## src/rtl/conf_int_add_apx_arbiter_pkg.sv

```systemverilog
// Shared definitions for the approximate/accurate adder arbiter.
//   state_t  : controller states (IDLE, EXEC, RESP)
//   RESULT_W : width of a full-precision sum (24-bit operands plus carry)
//   ACC_W    : width of one requester operand
//   clog2    : index width helper, never narrower than one bit
package conf_int_add_apx_arbiter_pkg;

  localparam int RESULT_W = 25;
  localparam int ACC_W    = 24;

  typedef enum logic [1:0] {
    IDLE = 2'd0,
    EXEC = 2'd1,
    RESP = 2'd2
  } state_t;

  function automatic int clog2(input int value);
    int width;
    for (width = 0; (1 << width) < value; width++) begin
    end
    return (width < 1) ? 1 : width;
  endfunction

endpackage

```

## src/rtl/conf_int_add_apx_arbiter_if.sv

```systemverilog
// Bus bundle between requesters, the arbiter and the external shared adder.
//   req_valid/req_ready/req_a/req_b/req_acc : per-requester request side
//   add_a/add_b/add_acc_sel/add_d_acc/add_d : shared adder wrapper drive/result
//   rsp_valid/rsp_ready/rsp_d/rsp_id/rsp_acc: single response channel
// slave  : the arbiter's view
// master : the environment's view (requesters, adder wrapper, response sink)
interface conf_int_add_apx_arbiter_if #(
  parameter int NUM_REQ = 4,
  parameter int DPW     = 16
);
  import conf_int_add_apx_arbiter_pkg::*;

  localparam int ID_W = clog2(NUM_REQ);

  logic [NUM_REQ-1:0]       req_valid;
  logic [NUM_REQ-1:0]       req_ready;
  logic [NUM_REQ*ACC_W-1:0] req_a;
  logic [NUM_REQ*ACC_W-1:0] req_b;
  logic [NUM_REQ-1:0]       req_acc;

  logic [DPW-1:0]           add_a;
  logic [DPW-1:0]           add_b;
  logic                     add_acc_sel;
  logic [RESULT_W-1:0]      add_d_acc;
  logic [RESULT_W-1:0]      add_d;

  logic                     rsp_valid;
  logic                     rsp_ready;
  logic [RESULT_W-1:0]      rsp_d;
  logic [ID_W-1:0]          rsp_id;
  logic                     rsp_acc;

  modport slave (
    input  req_valid, req_a, req_b, req_acc, add_d, rsp_ready,
    output req_ready, add_a, add_b, add_acc_sel, add_d_acc,
           rsp_valid, rsp_d, rsp_id, rsp_acc
  );

  modport master (
    output req_valid, req_a, req_b, req_acc, add_d, rsp_ready,
    input  req_ready, add_a, add_b, add_acc_sel, add_d_acc,
           rsp_valid, rsp_d, rsp_id, rsp_acc
  );

endinterface

```

## src/rtl/conf_int_add_apx_arbiter_rr_arbiter.sv

```systemverilog
// Round-robin picker. The search starts one past the last granted index and
// wraps; the first requesting index found wins.
//   req   : request vector
//   ptr   : index granted last time
//   grant : one-hot winner (all zero when nobody requests)
//   idx   : binary index of the winner
module rr_arbiter #(
  parameter int NUM_REQ = 4,
  parameter int ID_W    = 2
) (
  input  logic [NUM_REQ-1:0] req,
  input  logic [ID_W-1:0]    ptr,
  output logic [NUM_REQ-1:0] grant,
  output logic [ID_W-1:0]    idx
);

  int              cand;
  logic [ID_W-1:0] cidx;
  logic            found;

  // NOTE: every variable written here gets a default first, so no path can
  // leave one unassigned and infer a latch.
  always_comb begin
    grant = '0;
    idx   = '0;
    found = 1'b0;
    cand  = 0;
    cidx  = '0;
    for (int off = 1; off <= NUM_REQ; off++) begin
      cand = int'(ptr) + off;
      if (cand >= NUM_REQ) cand = cand - NUM_REQ;
      cidx = ID_W'(cand);
      if (!found && req[cidx]) begin
        found       = 1'b1;
        grant[cidx] = 1'b1;
        idx         = cidx;
      end
    end
  end

endmodule

```

## src/rtl/conf_int_add_apx_arbiter.sv

```systemverilog
// Arbitrates NUM_REQ requesters onto one external approximate/accurate adder.
// A granted op occupies EXEC for 1 cycle (approximate) or ACC_LAT cycles
// (accurate), then the result is held in RESP until the sink accepts it.
//   clk  : clock
//   rst  : asynchronous active-low reset
//   bus  : request, shared-adder and response signals (slave modport)
module conf_int_add_apx_arbiter
  import conf_int_add_apx_arbiter_pkg::*;
#(
  parameter int OP_BITWIDTH        = 16,
  parameter int DATA_PATH_BITWIDTH = 16,
  parameter int NUM_REQ            = 4,
  parameter int ACC_LAT            = 2
) (
  input logic                      clk,
  input logic                      rst,
  conf_int_add_apx_arbiter_if.slave bus
);

  localparam int DPW  = DATA_PATH_BITWIDTH;
  localparam int ID_W = clog2(NUM_REQ);

  if (OP_BITWIDTH < 1 || DPW < 1 || DPW > ACC_W || NUM_REQ < 2 || NUM_REQ > 8 ||
      ACC_LAT < 1 || ACC_LAT > 15) begin : g_bad_cfg
    $error("conf_int_add_apx_arbiter: parameter out of legal range");
  end

  state_t              state;
  logic [ID_W-1:0]     last_grant;
  logic [ID_W-1:0]     lat_id;
  logic [ACC_W-1:0]    lat_a;
  logic [ACC_W-1:0]    lat_b;
  logic                lat_acc;
  logic [3:0]          cnt;
  logic [RESULT_W-1:0] rsp_d;
  logic [ID_W-1:0]     rsp_id;
  logic                rsp_acc;

  logic [NUM_REQ-1:0]  rr_grant;
  logic [ID_W-1:0]     rr_idx;
  logic                slot_free;
  logic                do_grant;
  logic                in_exec;

  rr_arbiter #(
    .NUM_REQ (NUM_REQ),
    .ID_W    (ID_W)
  ) u_rr_arbiter (
    .req   (bus.req_valid),
    .ptr   (last_grant),
    .grant (rr_grant),
    .idx   (rr_idx)
  );

  // The response slot is free when idle, or when the held response is being
  // accepted this cycle; that lets RESP hand straight over to the next op.
  assign slot_free = (state == IDLE) || ((state == RESP) && bus.rsp_ready);

  // NOTE: the grant strobe is combinational so requester data transfers on the
  // same edge the strobe is seen; it is qualified with rst so no requester is
  // accepted while the block is held in reset.
  assign do_grant      = rst && slot_free && (|bus.req_valid);
  assign bus.req_ready = do_grant ? rr_grant : '0;

  // The adder sees the latched operation only while it is executing.
  assign in_exec         = (state == EXEC);
  assign bus.add_a       = in_exec ? lat_a[ACC_W-1 -: DPW] : '0;
  assign bus.add_b       = in_exec ? lat_b[ACC_W-1 -: DPW] : '0;
  assign bus.add_acc_sel = in_exec && lat_acc;
  assign bus.add_d_acc   = in_exec ? ({1'b0, lat_a} + {1'b0, lat_b}) : '0;

  assign bus.rsp_valid = (state == RESP);
  assign bus.rsp_d     = rsp_d;
  assign bus.rsp_id    = rsp_id;
  assign bus.rsp_acc   = rsp_acc;

  // NOTE: state is updated with non-blocking assignments so every register
  // samples pre-edge values regardless of statement order.
  always_ff @(posedge clk or negedge rst) begin
    if (!rst) begin
      state      <= IDLE;
      last_grant <= ID_W'(NUM_REQ - 1);
      lat_id     <= '0;
      lat_a      <= '0;
      lat_b      <= '0;
      lat_acc    <= 1'b0;
      cnt        <= '0;
      rsp_d      <= '0;
      rsp_id     <= '0;
      rsp_acc    <= 1'b0;
    end else begin
      unique case (state)
        IDLE: if (do_grant) state <= EXEC;
        EXEC: begin
          if (cnt == 4'd1) begin
            rsp_d   <= bus.add_d;
            rsp_id  <= lat_id;
            rsp_acc <= lat_acc;
            cnt     <= '0;
            state   <= RESP;
          end else begin
            cnt <= cnt - 4'd1;
          end
        end
        RESP: if (bus.rsp_ready) state <= do_grant ? EXEC : IDLE;
        default: state <= IDLE;
      endcase

      // Grant bookkeeping; do_grant is only ever true in IDLE or RESP.
      if (do_grant) begin
        last_grant <= rr_idx;
        lat_id     <= rr_idx;
        lat_a      <= bus.req_a[int'(rr_idx)*ACC_W +: ACC_W];
        lat_b      <= bus.req_b[int'(rr_idx)*ACC_W +: ACC_W];
        lat_acc    <= bus.req_acc[rr_idx];
        cnt        <= bus.req_acc[rr_idx] ? 4'(ACC_LAT) : 4'd1;
      end
    end
  end

endmodule

```

## src/flat_wrapper.sv

```systemverilog
// flat-port wrapper written by rule: the top's interface ports become plain ports
module conf_int_add_apx_arbiter_flat import conf_int_add_apx_arbiter_pkg::*;
#(
  parameter int OP_BITWIDTH        = 16,
  parameter int DATA_PATH_BITWIDTH = 16,
  parameter int NUM_REQ            = 4,
  parameter int ACC_LAT            = 2
)
  (clk, rst, bus_req_valid, bus_req_a, bus_req_b, bus_req_acc, bus_add_d, bus_rsp_ready, bus_req_ready, bus_add_a, bus_add_b, bus_add_acc_sel, bus_add_d_acc, bus_rsp_valid, bus_rsp_d, bus_rsp_id, bus_rsp_acc);
  conf_int_add_apx_arbiter_if #(.NUM_REQ(NUM_REQ), .DPW((16))) bus_i ();
  input logic clk;
  input logic rst;
  input wire logic [$bits(bus_i.req_valid)-1:0] bus_req_valid;
  input wire logic [$bits(bus_i.req_a)-1:0] bus_req_a;
  input wire logic [$bits(bus_i.req_b)-1:0] bus_req_b;
  input wire logic [$bits(bus_i.req_acc)-1:0] bus_req_acc;
  input wire logic [$bits(bus_i.add_d)-1:0] bus_add_d;
  input wire logic [$bits(bus_i.rsp_ready)-1:0] bus_rsp_ready;
  output wire logic [$bits(bus_i.req_ready)-1:0] bus_req_ready;
  output wire logic [$bits(bus_i.add_a)-1:0] bus_add_a;
  output wire logic [$bits(bus_i.add_b)-1:0] bus_add_b;
  output wire logic [$bits(bus_i.add_acc_sel)-1:0] bus_add_acc_sel;
  output wire logic [$bits(bus_i.add_d_acc)-1:0] bus_add_d_acc;
  output wire logic [$bits(bus_i.rsp_valid)-1:0] bus_rsp_valid;
  output wire logic [$bits(bus_i.rsp_d)-1:0] bus_rsp_d;
  output wire logic [$bits(bus_i.rsp_id)-1:0] bus_rsp_id;
  output wire logic [$bits(bus_i.rsp_acc)-1:0] bus_rsp_acc;
  assign bus_i.req_valid = bus_req_valid;
  assign bus_i.req_a = bus_req_a;
  assign bus_i.req_b = bus_req_b;
  assign bus_i.req_acc = bus_req_acc;
  assign bus_i.add_d = bus_add_d;
  assign bus_i.rsp_ready = bus_rsp_ready;
  assign bus_req_ready = bus_i.req_ready;
  assign bus_add_a = bus_i.add_a;
  assign bus_add_b = bus_i.add_b;
  assign bus_add_acc_sel = bus_i.add_acc_sel;
  assign bus_add_d_acc = bus_i.add_d_acc;
  assign bus_rsp_valid = bus_i.rsp_valid;
  assign bus_rsp_d = bus_i.rsp_d;
  assign bus_rsp_id = bus_i.rsp_id;
  assign bus_rsp_acc = bus_i.rsp_acc;
  conf_int_add_apx_arbiter #(.OP_BITWIDTH(OP_BITWIDTH), .DATA_PATH_BITWIDTH(DATA_PATH_BITWIDTH), .NUM_REQ(NUM_REQ), .ACC_LAT(ACC_LAT)) u_core (.clk(clk), .rst(rst), .bus(bus_i));
endmodule
```

## config.mk

```make
export PLATFORM = sky130hd
export DESIGN_NAME = conf_int_add_apx_arbiter_flat
export DESIGN_NICKNAME = d
export VERILOG_FILES = /design/src/rtl/conf_int_add_apx_arbiter_pkg.sv /design/src/rtl/conf_int_add_apx_arbiter_if.sv /design/src/rtl/conf_int_add_apx_arbiter_rr_arbiter.sv /design/src/rtl/conf_int_add_apx_arbiter.sv /design/src/flat_wrapper.sv
export SDC_FILE = /design/constraint.sdc
export NUM_CORES = 1
export LEC_CHECK = 0
export CAP_MARGIN = 5
export CORE_ASPECT_RATIO = 0.6
export CORE_MARGIN = 1.5
export CORE_UTILIZATION = 30
export DETAILED_ROUTE_END_ITERATION = 6
export GPL_ROUTABILITY_DRIVEN = 1
export GPL_TIMING_DRIVEN = 0
export PLACE_DENSITY = 0.63
export SYNTH_ARGS = -nofsm -noshare
export SYNTH_HDL_FRONTEND = slang
export SYNTH_SLANG_ARGS = --single-unit
export TNS_END_PERCENT = 10
```

## constraint.sdc

```tcl
create_clock -name clk -period 9.2 [get_ports clk]
set_input_delay 1.84 -clock clk [delete_from_list [all_inputs] [get_ports clk]]
set_output_delay 1.84 -clock clk [all_outputs]
set_load 0.02 [all_outputs]
```

=== Word level (Yosys, flattened, before mapping) ===
Cells that the tools add are included.
W data, S select, Z words.

* $add $sub $neg: 10
* $lt $le $gt $ge: 13
* Equality and inequality tests: 6
* Reduce and logical (&&, ||, !) cells: 20
* Bitwise logic cells: 3
* Multiply operators: 1
* Shift-type cells: 2
* Multiplexer cells: 46

{| class="wikitable"
|+ Operators with widths
! kind !! count
|-
| $shiftx A96 B32 Y24 || 2
|-
| $mux W16 || 2
|-
| $mux W4 || 8
|-
| $add A24 B24 Y25 || 1
|-
| $mux W25 || 1
|-
| $mux W2 || 12
|-
| $lt A2 B3 Y1 const B || 5
|-
| $mux W1 || 13
|-
| $or A4 B4 Y4 || 3
|-
| $logic_and A1 B1 Y1 || 11
|-
| $bmux W1 S2 || 5
|-
| $ge A3 B3 Y1 const B || 3
|-
| $demux W1 S2 || 4
|-
| $ge A2 B1 Y1 const B || 4
|-
| $sub A2 B1 Y2 const B || 4
|-
| $add A2 B2 Y3 const B || 2
|-
| $pmux W2 S3 || 1
|-
| $add A2 B3 Y4 const B || 1
|-
| $eq A4 B1 Y1 const B || 1
|-
| $ge A4 B3 Y1 const B || 1
|-
| $mul A2 B2 Y4 const B || 1
|-
| $ne A2 B2 Y1 const B || 2
|-
| $reduce_or A4 Y1 || 1
|-
| $sub A4 B1 Y4 const B || 1
|-
| other kinds (10) || 12
|}

* Bits in registers: 87
* Output and inout bits: 91

=== Logic depth before layout (Yosys ltp) ===
* Depth in word-level cells: 19
* Depth in mapped cells: 11

=== By module ===
From an unflattened synthesis, not the netlist that was laid out.

* Cells, all modules: 590
* Area, all modules: 6561.3 um^2

{| class="wikitable"
|+ By module, submodules not included
! module !! area each (um^2) !! cells an instance !! instances !! sequential area each (um^2)
|-
| conf_int_add_apx_arbiter || 6070.8 || 531 || 1 || 2179.6
|-
| rr_arbiter || 490.5 || 59 || 1 || 0.0
|}

=== Worst setup path after synthesis ===
Ideal clock, no wire load.

* Kind: input -> output
* Start: in bus_req_valid[0]
* End: out bus_req_ready[0]
* Stages on the path: 6
* Slack: 3922 ps
* Data arrival time: 3438 ps
* Data required time: 7360 ps
* Cells stage by stage: buf_2 nor4_1 or4b_2 clkbuf_1 clkbuf_1 nor2_1

* Cells in the longest elaborated chain, start to end: 13

{| class="wikitable"
|+ Ends and longest elaborated chain
! item !! line !! text
|-
| start, declared || flat_wrapper.sv:13 || <nowiki>input wire logic [$bits(bus_i.req_valid)-1:0] bus_req_valid;</nowiki>
|-
| $bmux W1 S2 || conf_int_add_apx_arbiter_rr_arbiter.sv:33 || <nowiki>if (!found && req[cidx]) begin</nowiki>
|-
| $mux W1 (not written as such) || conf_int_add_apx_arbiter_rr_arbiter.sv:33 ||
|-
| $mux W1 || conf_int_add_apx_arbiter_rr_arbiter.sv:33 ||
|-
| $logic_not A1 Y1 || conf_int_add_apx_arbiter_rr_arbiter.sv:33 ||
|-
| $logic_and A1 B1 Y1 || conf_int_add_apx_arbiter_rr_arbiter.sv:33 ||
|-
| $mux W1 || conf_int_add_apx_arbiter_rr_arbiter.sv:33 ||
|-
| $logic_not A1 Y1 || conf_int_add_apx_arbiter_rr_arbiter.sv:33 ||
|-
| $logic_and A1 B1 Y1 || conf_int_add_apx_arbiter_rr_arbiter.sv:33 ||
|-
| $mux W1 || conf_int_add_apx_arbiter_rr_arbiter.sv:33 ||
|-
| $logic_not A1 Y1 || conf_int_add_apx_arbiter_rr_arbiter.sv:33 ||
|-
| $logic_and A1 B1 Y1 || conf_int_add_apx_arbiter_rr_arbiter.sv:33 ||
|-
| $mux W4 || conf_int_add_apx_arbiter_rr_arbiter.sv:33 ||
|-
| $mux W4 * || conf_int_add_apx_arbiter.sv:63 || <nowiki>assign bus.req_ready = do_grant ? rr_grant : '0;</nowiki>
|-
| end, declared || flat_wrapper.sv:19 || <nowiki>output wire logic [$bits(bus_i.req_ready)-1:0] bus_req_ready;</nowiki>
|}

Mark *: on every way between the ends. The rest lies on a longest branch, timed or not. The select of a mux whose other input is x is not followed.

=== Worst setup path after layout ===
* Start: in bus_req_valid[2]
* End: out bus_req_ready[0]

Same word-level chain as after synthesis.

==> results_dict.tcl <==
set metrics [dict create \
    status "finished, final reports clean" \
    combPwrFrac 0.731 \
    die_x_um 195.1 \
    cts_tree "yes" \
    drv_slew 0 \
    yosysTopAreaCell "dfrtp_1" \
    intPower_mw 2.229 \
    detailed_place_hpwl_um 21250 \
    p_leak_nw 4.576 \
    hold_buffers 0 \
    async_flop_share 1.000 \
    net-switching-power_mw 2.019 \
    design.die.area_um2 23060 \
    critical_path_peak_fanout 10 \
    dpl-instance-area_um2 10190 \
    synth_top_area_frac 0.3203 \
    gp_congestion 0.9239 \
    required_ps 7360 \
    io_buffer_count 317 \
    antenna_cells 0 \
    overflow 0 \
    syn_area_per_cell_um2 9.751 \
    finalHoldViolCount 0 \
    grt_pass1_wl_um 40100 \
    rsz0062_at_grt "no" \
    arrival_ps 4890 \
    rrSetupSlack_ps 5530 \
    clock_latency_ps 360 \
    detail-route-antenna-nets 0 \
    synth_area_leaders "dfrtp_1 32%, mux2i_1 15%, ha_1 6.4%" \
    syn_inst 681 \
    synth_common_cells "100 x mux2i_1, 85 x dfrtp_1, 77 x nand2_1, 48 x o221ai_1, 40 x nor2_1" \
    final_area_um2 10500 \
    cts.path.max_buffers 2 \
    fmax_mhz 148.7 \
    cts_setup_buffers 0 \
    drv_cap 0 \
    wl_per_cell_um 20.48 \
    grt_pass1_vias 6771 \
    root_buffer "clkbuf_16" \
    drc 0 \
    grt_max_degree 66 \
    ys_seq_elements 87 \
    cp-end-kind "output port" \
    seqPwrFrac 0.175 \
    coreArea_um2 21340 \
    clock_sink_count 87 \
    pwr-share-clk 0.094 \
    yosysMostFrequentCell "mux2i_1" \
    syn2layout_area_growth_pct 58.17 \
    wl_um 26500 \
    hold_path_class "register to register" \
    finalSetupViolCount 0 \
    n_fill_cell 2056 \
    syn_area_um2 6640 \
    cp-start-kind "primary input" \
    reg2regPathDepth 9 \
    ys.warnings.count 0 \
    layout_min_cycle_time_ps 6725 \
    start_util 0.3112 \
    whs_ps 492.6 \
    vias 6624 \
    r2r-start "u_core.last_grant[0]" \
    hold_end "u_core.lat_id[1]" \
    slew_headroom 0.4563 \
    cts.repair.resized 0 \
    htree_levels 3 \
    fin_nets 1273 \
    drt_pass1_iterations 4 \
    total_power_mw 4.248 \
    power.density_nw_per_um2 404.4 \
    setup_slack_ps 2475 \
    finClkSkew_ps 9.288 \
    drtIter0Drc 424 \
    dp.cells 1278 \
    antenna_found_initial 0 \
    drive_above_1_share 0.07094 \
    via_per_inst 5.119 \
    synth_edf_count 0 \
    ys_types 56 \
    ios 319 \
    synth_seq_area_share 0.3282 \
    fin_cells 1294 \
    timing.rr.end "u_core.lat_b[1]" \
    hold_depth 2 \
    worstHoldStart "u_core.lat_id[1]" \
    irDropWorstVdd_uv 176.4 \
    cts_buffers 9 \
    crit_type "primary input to output port" \
    track_usage 0.2289 \
    period_share 0.7310 \
    tightestPinTransition_ps 815.5 \
    syn-num-nets 944 \
    clk_pin_slew_worst_paths_ps 70 \
    switching_share 0.4753 \
    synthFlopType "dfrtp_1" \
    die_y_um 118.2 \
    dp_slack_ps 2456 \
    row_count 41 \
]
-- cell families (layout without fill, tap and decap cells) --
group / Yosys count / in the layout / share of synthesized area
buffers and inverters: 58 / 392 / 0.06048
flip-flops: 87 / 87 / 0.3282
AO/OA/AOI/OAI: 156 / 156 / 0.1711
XOR/XNOR: 15 / 15 / 0.01979
multiplexers: 132 / 132 / 0.2084
AND/OR/NAND/NOR: 198 / 198 / 0.1449
adder cells (fa/ha/maj): 35 / 35 / 0.06708
-- worst max-delay path, stage by stage --
cell and delay, ps:
clkdlybuf4s50_1 540, nor4_1 460, or4b_2 230, clkbuf_1 520
clkbuf_1 560, nor2_1 130, clkdlybuf4s50_1 580
-- per-stage QoR --
| stage | utilization | setup TNS, ps |
|---|---|---|
| after floorplan | - | 0 |
| after global placement | 0.4762 | -1936 |
| after detailed placement | 0.4774 | 0 |
| after CTS | 0.4921 | 0 |
| after global routing | 0.4921 | 0 |
| final | 0.4921 | 0 |
-- routing by layer --
metal	wire, um	global-route usage
met3	2387	0.07648
met5	0	0
met1	12190	0.3076
met4	151	0.03198
met2	11770	0.3632
-- layout by cell type, fill, tap and decap left out, types with 5 or more instances in the layout --
master	n
o221ai_1	48
o21bai_1	5
a22oi_1	5
buf_12	10
xnor2_1	8
and2_1	35
clkdlybuf4s50_1	316
and3_1	6
a221oi_1	5
nor3_1	9
clkbuf_16	9
mux2i_1	100
inv_1	14
a21o_1	15
xor2_1	7
clkbuf_1	26
a21oi_1	26
nand2b_1	6
mux2_2	30
ha_1	34
nand4_1	5
dfrtp_1	85
o21ai_0	26
nand2_1	77
nor2_1	40
-- power by group through the flow --
stage	registers, mW	logic, mW	clock network [mW]
floorplan	0.762	1.93	0
global placement	0.745	3.10	0
detailed placement	0.751	3.11	0
CTS	0.745	3.12	0.412
global route	0.771	3.35	0.426
finish	0.745	3.10	0.399
-- registers in the layout, indices dropped and copies added, names as in the netlist --
register / flops
u_core.bus.rsp_d: 25
u_core.bus.rsp_acc: 1
u_core.lat_id: 2
u_core.cnt: 4
u_core.lat_a: 24
u_core.lat_acc: 1
u_core.last_grant: 2
u_core.bus.rsp_id: 2
u_core.state: 2
u_core.lat_b: 24
-- how the worst max path moves through the flow --
| stage | startpoint | end | slack [ps] | cells past startpoint |
|---|---|---|---|---|
| after floorplan | bus_req_valid[0] | bus_req_ready[0] | 3920 | 6 |
| after global placement | rst | bus_req_ready[3] | -490 | 6 |
| after detailed placement | bus_req_valid[2] | bus_req_ready[0] | 2460 | 7 |
| after CTS | bus_req_valid[2] | bus_req_ready[0] | 2460 | 7 |
| after global routing | rst | bus_req_ready[2] | 2350 | 7 |
| final | bus_req_valid[2] | bus_req_ready[0] | 2470 | 7 |
-- layout make-up --
cell class,count,area [um^2],share of cell area
buffer,44,349.1,0.03324
sequential,87,2180,0.2075
clock buffer,9,225.2,0.02144
inverter,14,52.55,0.005004
clock inverter,7,90.09,0.008578
multi-input combinational,536,4059,0.3865
tap,279,349.1,0.03324
timing repair buffer,318,3198,0.3045
(Power assumes the default switching activity.)
